## src/rtl/qpsk_pkg.sv

```systemverilog
// Shared types and symbol codes for the QPSK symbol scheduler.
package qpsk_pkg;

    typedef enum logic [1:0] {
        IDLE,
        PREAMBLE,
        PAYLOAD,
        GAP
    } state_t;

    // Modulator phase codes
    localparam logic [1:0] SYM_0   = 2'b00;
    localparam logic [1:0] SYM_90  = 2'b01;
    localparam logic [1:0] SYM_180 = 2'b10;
    localparam logic [1:0] SYM_270 = 2'b11;

    // Preamble alternates between these, starting with the even code
    localparam logic [1:0] PRE_EVEN = SYM_0;
    localparam logic [1:0] PRE_ODD  = SYM_180;

    function automatic logic [1:0] preamble_sym(input logic odd);
        return odd ? PRE_ODD : PRE_EVEN;
    endfunction

endpackage

```

## src/rtl/qpsk_sym_timer.sv

```systemverilog
// Symbol-rate tick generator: latches the rate at frame start and produces
// one tick every rate_l+1 cycles while the scheduler is active.
module qpsk_sym_timer (
    input  logic       clk,
    input  logic       reset,
    input  logic       start,
    input  logic       active,
    input  logic [7:0] rate_div,
    output logic       tick
);

    logic [7:0] rate_l;
    logic [7:0] cnt;

    assign tick = active && (cnt == 8'd0);

    // Rate latch and down-counter; a fresh frame ticks on its first active cycle
    always_ff @(posedge clk or posedge reset) begin
        if (reset) begin
            rate_l <= 8'd0;
            cnt    <= 8'd0;
        end else if (start) begin
            rate_l <= rate_div;
            cnt    <= 8'd0;
        end else if (tick) begin
            cnt <= rate_l;
        end else if (active) begin
            cnt <= cnt - 8'd1;
        end
    end

endmodule

```

## src/rtl/qpsk_symbol_scheduler.sv

```systemverilog
// Frames payload bytes into QPSK symbols: preamble, MSB-first dibits, then an
// idle gap. Bytes pass through a one-byte hold register into a shift register.
module qpsk_symbol_scheduler
    import qpsk_pkg::*;
#(
    parameter int unsigned PREAMBLE_LEN = 8,
    parameter int unsigned GAP_LEN      = 4
) (
    input  logic       clk,
    input  logic       reset,
    input  logic [7:0] rate_div,
    input  logic       s_valid,
    input  logic [7:0] s_data,
    input  logic       s_last,
    output logic       s_ready,
    output logic [1:0] sym_out,
    output logic       sym_valid,
    output logic       busy,
    output logic       underrun
);

    localparam logic [7:0] PRE_END  = 8'(PREAMBLE_LEN);
    localparam logic [7:0] GAP_LAST = 8'(GAP_LEN - 1);

    state_t     state_q, state_d;
    logic [7:0] pre_q, pre_d;
    logic [7:0] gap_q, gap_d;
    logic [1:0] idx_q, idx_d;
    logic [7:0] shr_q, shr_d;
    logic       cur_last_q, cur_last_d;
    logic [7:0] hold_data_q;
    logic       hold_full_q, hold_last_q;
    logic       last_taken_q;
    logic [1:0] sym_out_q, sym_out_d;
    logic       sym_valid_q, sym_valid_d;
    logic       underrun_q, underrun_d;

    logic tick, start, accept, next_byte, to_gap, drain;

    assign start    = (state_q == IDLE) && s_valid;
    assign s_ready  = ((state_q == PREAMBLE) || (state_q == PAYLOAD)) && !hold_full_q
                      && !last_taken_q;
    assign accept   = s_valid && s_ready;
    assign busy     = (state_q != IDLE);
    assign sym_out   = sym_out_q;
    assign sym_valid = sym_valid_q;
    assign underrun  = underrun_q;

    qpsk_sym_timer u_timer (
        .clk      (clk),
        .reset    (reset),
        .start    (start),
        .active   (busy),
        .rate_div (rate_div),
        .tick     (tick)
    );

    // Next-state and registered-output decode; byte hand-off shared by preamble end
    // and payload byte end
    always_comb begin
        state_d     = state_q;
        pre_d       = pre_q;
        gap_d       = gap_q;
        idx_d       = idx_q;
        shr_d       = shr_q;
        cur_last_d  = cur_last_q;
        sym_out_d   = sym_out_q;
        sym_valid_d = 1'b0;
        underrun_d  = 1'b0;
        next_byte   = 1'b0;
        to_gap      = 1'b0;
        drain       = 1'b0;
        unique case (state_q)
            IDLE: begin
                sym_out_d = SYM_0;
                if (s_valid) begin
                    state_d = PREAMBLE;
                    pre_d   = 8'd0;
                end
            end
            PREAMBLE: begin
                if (tick) begin
                    if (pre_q != PRE_END) begin
                        sym_out_d   = preamble_sym(pre_q[0]);
                        sym_valid_d = 1'b1;
                        pre_d       = pre_q + 8'd1;
                    end else begin
                        next_byte = 1'b1;
                    end
                end
            end
            PAYLOAD: begin
                if (tick) begin
                    if (idx_q != 2'd0) begin
                        sym_out_d   = shr_q[7:6];
                        sym_valid_d = 1'b1;
                        shr_d       = {shr_q[5:0], 2'b00};
                        idx_d       = idx_q + 2'd1;
                    end else if (cur_last_q) begin
                        to_gap = 1'b1;
                    end else begin
                        next_byte = 1'b1;
                    end
                end
            end
            GAP: begin
                sym_out_d = SYM_0;
                if (tick) begin
                    if (gap_q == GAP_LAST) begin
                        state_d = IDLE;
                    end else begin
                        gap_d = gap_q + 8'd1;
                    end
                end
            end
        endcase
        if (next_byte) begin
            if (hold_full_q) begin
                // First dibit goes straight out while the rest lands in shr
                drain       = 1'b1;
                sym_out_d   = hold_data_q[7:6];
                sym_valid_d = 1'b1;
                shr_d       = {hold_data_q[5:0], 2'b00};
                cur_last_d  = hold_last_q;
                idx_d       = 2'd1;
                state_d     = PAYLOAD;
            end else begin
                underrun_d = 1'b1;
                to_gap     = 1'b1;
            end
        end
        if (to_gap) begin
            state_d   = GAP;
            gap_d     = 8'd0;
            sym_out_d = SYM_0;
        end
    end

    // Scheduler state and registered outputs
    always_ff @(posedge clk or posedge reset) begin
        if (reset) begin
            state_q     <= IDLE;
            pre_q       <= 8'd0;
            gap_q       <= 8'd0;
            idx_q       <= 2'd0;
            shr_q       <= 8'd0;
            cur_last_q  <= 1'b0;
            sym_out_q   <= SYM_0;
            sym_valid_q <= 1'b0;
            underrun_q  <= 1'b0;
        end else begin
            state_q     <= state_d;
            pre_q       <= pre_d;
            gap_q       <= gap_d;
            idx_q       <= idx_d;
            shr_q       <= shr_d;
            cur_last_q  <= cur_last_d;
            sym_out_q   <= sym_out_d;
            sym_valid_q <= sym_valid_d;
            underrun_q  <= underrun_d;
        end
    end

    // Hold register: a same-cycle refill wins over the drain; flushed on gap entry
    always_ff @(posedge clk or posedge reset) begin
        if (reset) begin
            hold_data_q  <= 8'd0;
            hold_full_q  <= 1'b0;
            hold_last_q  <= 1'b0;
            last_taken_q <= 1'b0;
        end else begin
            if (to_gap) begin
                hold_full_q <= 1'b0;
            end else if (accept) begin
                hold_data_q <= s_data;
                hold_last_q <= s_last;
                hold_full_q <= 1'b1;
            end else if (drain) begin
                hold_full_q <= 1'b0;
            end
            if (state_q == IDLE) begin
                last_taken_q <= 1'b0;
            end else if (accept && s_last) begin
                last_taken_q <= 1'b1;
            end
        end
    end

endmodule

```

## config.mk

```make
export PLATFORM = sky130hd
export DESIGN_NAME = qpsk_symbol_scheduler
export DESIGN_NICKNAME = d
export VERILOG_FILES = /design/src/rtl/qpsk_pkg.sv /design/src/rtl/qpsk_sym_timer.sv /design/src/rtl/qpsk_symbol_scheduler.sv
export SDC_FILE = /design/constraint.sdc
export NUM_CORES = 1
export LEC_CHECK = 0
export CORE_MARGIN = 2
export CORE_UTILIZATION = 30
export CTS_BUF_LIST = sky130_fd_sc_hd__clkbuf_8
export CTS_CLUSTER_DIAMETER = 60
export DETAILED_ROUTE_END_ITERATION = 12
export GPL_ROUTABILITY_DRIVEN = 0
export PLACE_DENSITY = 0.47
export SLEW_MARGIN = 10
export SYNTH_ARGS = -nofsm -noshare
export SYNTH_HDL_FRONTEND = slang
export SYNTH_SLANG_ARGS = --single-unit
```

## constraint.sdc

```tcl
create_clock -name clk -period 4.89 [get_ports clk]
set_clock_uncertainty 0.05 [all_clocks]
set_input_delay 1.467 -clock clk [delete_from_list [all_inputs] [get_ports clk]]
set_output_delay 1.467 -clock clk [all_outputs]
set_load 0.01 [all_outputs]
```

### Word level (Yosys, flattened, before mapping)

Index checks and enable logic that the tools add are counted.

* bits in registers: 60
* word-level logic and storage cells: 118

* reduce and logical (&&, ||, !) cells: 24
* bitwise operators: 1
* add/sub/neg operators: 4
* multiplexer cells: 65
* eq/ne operators: 9

Operators by type and width (number)
* $mux W8: 15
* $mux W2: 19
* $mux W1: 26
* $add A8 B1 Y8 const B: 2
* $pmux W8 S2: 1
* $reduce_bool A2 Y1: 6
* $eq A8 B2 Y1 const B: 1
* $logic_not A8 Y1: 1
* $ne A8 B4 Y1 const B: 1
* $sub A8 B1 Y8 const B: 1
* $logic_and A1 B1 Y1: 6
* $ne A2 B2 Y1 const B: 3
* $pmux W2 S3: 1
* $reduce_bool A3 Y1: 2
* $eq A2 B2 Y1 const B: 2
* $pmux W1 S2: 2
* $pmux W2 S2: 1
* $reduce_and A2 Y1: 2
* $reduce_and A4 Y1: 1
* $reduce_and A3 Y1: 1
* $add A2 B1 Y2 const B: 1
* $eq A2 B1 Y1 const B: 1
* $logic_not A1 Y1: 2
* $logic_not A2 Y1: 1
* 4 further kinds: 4

### Depth between registers and ports, before layout

* depth in word-level cells: 8
* mapped depth: 9

### Hierarchy

Synthesis repeated with hierarchy kept, for this count alone.

* cell total of the unflattened synthesis: 303
* area total of the unflattened synthesis: 3196.8 um^2

By module, submodules not included
* qpsk_symbol_scheduler: cells an instance 221, times used 1, area each 2332.2 um^2
* qpsk_sym_timer: cells an instance 82, times used 1, area each 864.6 um^2

### Least setup slack after synthesis

Ideal clock, no wire load.

* kind: register to output
* start: register state_q[0]
* end: output port s_ready
* buffers on the path: 0
* path slack: 1.976 ns
* data required time: 3.373 ns
* stages on the path, launching flop included: 5
* arrival time: 1.397 ns
* path through: dfrtp_1 -> inv_1 -> ha_1 -> nor2b_1 -> nor2b_1

* longest elaborated chain between the ends: 4
* elaborated cells on any way between the ends: 5

RTL lines
* from (decl): RTL line qpsk_symbol_scheduler.sv:25 `state_t state_q, state_d;`
* from (signal assigned): RTL line qpsk_symbol_scheduler.sv:152 `state_q <= state_d;`
* $eq A2 B1 Y1 / $eq A2 B2 Y1 (equally long branches): RTL line qpsk_symbol_scheduler.sv:41 `assign s_ready = ((state_q == PREAMBLE) || (state_q == PAYLOAD)) && !hold_full_q`
* $logic_or A1 B1 Y1 *: RTL line qpsk_symbol_scheduler.sv:41
* $logic_and A1 B1 Y1 *: RTL line qpsk_symbol_scheduler.sv:41
* $logic_and A1 B1 Y1 *: RTL line qpsk_symbol_scheduler.sv:42 `&& !last_taken_q;`
* to (decl): RTL line qpsk_symbol_scheduler.sv:15 `output logic s_ready,`

Mark *: on every way between the ends. The rest lies on a longest branch, timed or not.

### Worst setup path after layout

Same ends and word-level chain as after synthesis.

==> impl_metrics.ini <==
[synth]
synth_cell_types = 58
syn_area_per_cell_um2 = 10.5
yosysWarnings = 0
ys_top_cells_by_area = dfrtp_1 (46%), mux2_2 (5.8%), ha_1 (4.2%), nand2_1 (3.3%), mux2i_1 (3.1%)
synth_seq_area_share_pct = 45.8
synth_area_um2 = 3280
yosysMostFrequentCell = dfrtp_1
netlist_instances = 313
yosysTopAreaCellShare_pct = 45.8
async_flop_share_pct = 100
synth_edf_count = 0
synth_top_cell_by_area = dfrtp_1
syn_nets = 344
synth_seq_cells = 60
synth_ff_type = dfrtp_1
synth_common_cells = dfrtp_1 (60), nand2_1 (29), nor2_1 (24)

[run]
drv_cap = 0

[route]
drc = 0
wl_per_cell_um = 14.6
drt_wl_total_um = 7110
top_layer_used = met4
vias_per_cell = 4.95
num_vias = 2404
met1_length_um = 3560
met3WireLength_um = 232
drtIter0Drc = 112
postRouteAntennaNets = 0
firstDrtPassIters = 5
wl_met2_um = 3270

[worst_hold_path]
min_path_cells = 2
hold_path_class = flip-flop to flip-flop
hold_start = hold_last_q$_DFFE_PP0P_

[finish]
nFillCells = 1105
drive_above_1_share_pct = 16.2
finalNetCount = 372
diodes = 0
area_growth_pct = 19.0

[die]
io_pins = 26
rows = 38
core-area_um2 = 10700
die_h_um = 109
die_area_um2 = 11800
fp.dieW_um = 109
start_util_pct = 30.5

[sta]
fin_crit_sh_pct = 81.8
timing.fmax_mhz = 250
slew_headroom_pct = 38.8
worst_pin_slew_ns = 0.917
final.setup.worst_slack_ns = 0.891
hold_slack_ns = 0.420
hold_violations = 0
rsz0062_at_grt = no
min_period_ns = 4.00
fin_setup_tns_ns = 0
finalSetupViolations = 0
slew_violations = 0

[setup_path]
end_kind = output port
ff2ff_path_depth = 7
start_kind = flip-flop
worst-endpoint-arrival_ns = 2.48
path_class = flip-flop to output port
cp_max_fo = 7
cp-startpoint = state_q[0]$_DFF_PP0_
r2r-start = state_q[0]$_DFF_PP0_
required_ns = 3.37

[global_route]
grt_pass1_vias = 2365
grt_util_all_layers_pct = 13.4
grt_pass1_wl_um = 12100
grt_overflow = 0
antenna_found_initial = 0
grt_max_degree = 38

[clock_tree]
ctsResizeCount = 0
cts_root_buffer = clkbuf_8
clk_latency_ns = 0.33
cts_setup_buffers = 0
cts_tree = done
clock_sinks = 60
holdBufCountCts = 0
h-tree-depth = 3
cts.clk_slew.worst_paths_ns = 0.07
cts_buffers = 9
clk_path_buf_depth = 2

[status]
status = finished clean

[placement]
pre_cts_ws_ns = 1.27
port-buffer-count = 25
dpl.hpwl_um = 4930

[pwr]
leakage_nw = 1.69
ir_worst_vdd_mv = 0.104
p_per_area_nw_per_um2 = 279
stage by stage:
step                power (mW)  area, um2  instances  utilization (%)
global placement         0.535       3650        470             34.0
floorplan                0.515       3280        313                -
finish                    1.09       3900        486             36.3
CTS                       1.11       3900        486             36.3
global route              1.13       3900        486             36.3
detailed placement       0.535       3650        470             34.0
final cells by class:
type	count	area, um2	share of cell area, %
Inverter	19	71.3	1.83
Tap cell	140	175	4.49
Clock inverter	7	124	3.18
Timing Repair Buffer	28	273	6.99
Multi-Input combinational cell	223	1630	41.8
Sequential cell	60	1500	38.5
Clock buffer	9	124	3.18
metal layers:
layer | global-route usage [%] | vias up
met2 | 20.0 | 35
li1 | - | 1175
met4 | 5.31 | 0
met1 | 18.5 | 1192
met3 | 3.13 | 2
met5 | 0 | -
critical path: stages (launching register included):
cell,delay (ns)
dfrtp_1,0.38
inv_1,0.08
ha_1,0.44
nor2b_1,0.28
nor2b_1,0.35
clkdlybuf4s50_1,0.61
layout by cell type, fill, tap and decap left out, types with 2 or more instances in the layout:
cell type        Yosys  routed
a21oi_1             13      13
ha_1                11      11
or3_1                4       4
mux2_2              17      17
nand2_1             29      29
clkinv_4             0       2
nand3_1             11      11
clkdlybuf4s50_1      0      25
a21o_1               5       5
nor3_2               2       2
nor2b_1              2       2
bufinv_16            0       3
nand3b_1             2       2
inv_1               19      18
o22ai_1              3       3
dfrtp_1             60      60
nor2_1              24      24
xnor2_1              7       7
and3_1               4       4
o21ai_1              3       3
a31oi_1              2       2
o21ai_0             19      19
o211ai_1             2       2
nand3_2              2       2
or4_1                2       2
a21boi_0             2       2
buf_4                2       3
nor3b_1              2       2
xor2_1               2       2
nor3_1               8       8
a211oi_1             4       4
clkbuf_8             0       9
nand4_1              5       5
mux2i_1             10      10
and2_1               2       2
state kept, by name, indices dropped and copies added (netlist names):
name / cells
cur_last_q: 1
gap_q: 8
hold_data_q: 8
hold_full_q: 1
hold_last_q: 1
idx_q: 2
last_taken_q: 1
pre_q: 8
shr_q: 8
state_q: 2
sym_out: 2
sym_valid: 1
u_timer.cnt: 8
u_timer.rate_l: 8
underrun: 1
logic make-up (layout without fill, tap and decap cells):
kind of cell	after synthesis	after routing	synth area share, %
AND/OR/NAND/NOR	111	111	20.0
multiplexers	28	28	9.24
AO/OA/AOI/OAI	64	64	13.9
adder cells (fa/ha/maj)	11	11	4.20
buffers and inverters	30	63	4.43
XOR/XNOR	9	9	2.40
flip-flops	60	60	45.8
path summary, 6_finish.rpt:
path / slack (ns) / to
min reg2reg: 0.42 / cur_last_q$_DFFE_PP0P_
max: 0.89 / s_ready
min in group asynchronous: 1.54 / hold_data_q[3]$_DFFE_PP0P_
max in group asynchronous: 2.40 / u_timer.rate_l[6]$_DFFE_PP0P_
min: 0.42 / cur_last_q$_DFFE_PP0P_
max reg2reg: 1.76 / sym_out[1]$_DFF_PP0_
where the power goes:
| part | internal [mW] | total, mW | switching (mW) |
|---|---|---|---|
| combinational | 0.0141 | 0.0277 | 0.0136 |
| clock | 0.342 | 0.563 | 0.221 |
| sequential | 0.496 | 0.496 | 0 |
(Power assumes the default switching activity.)
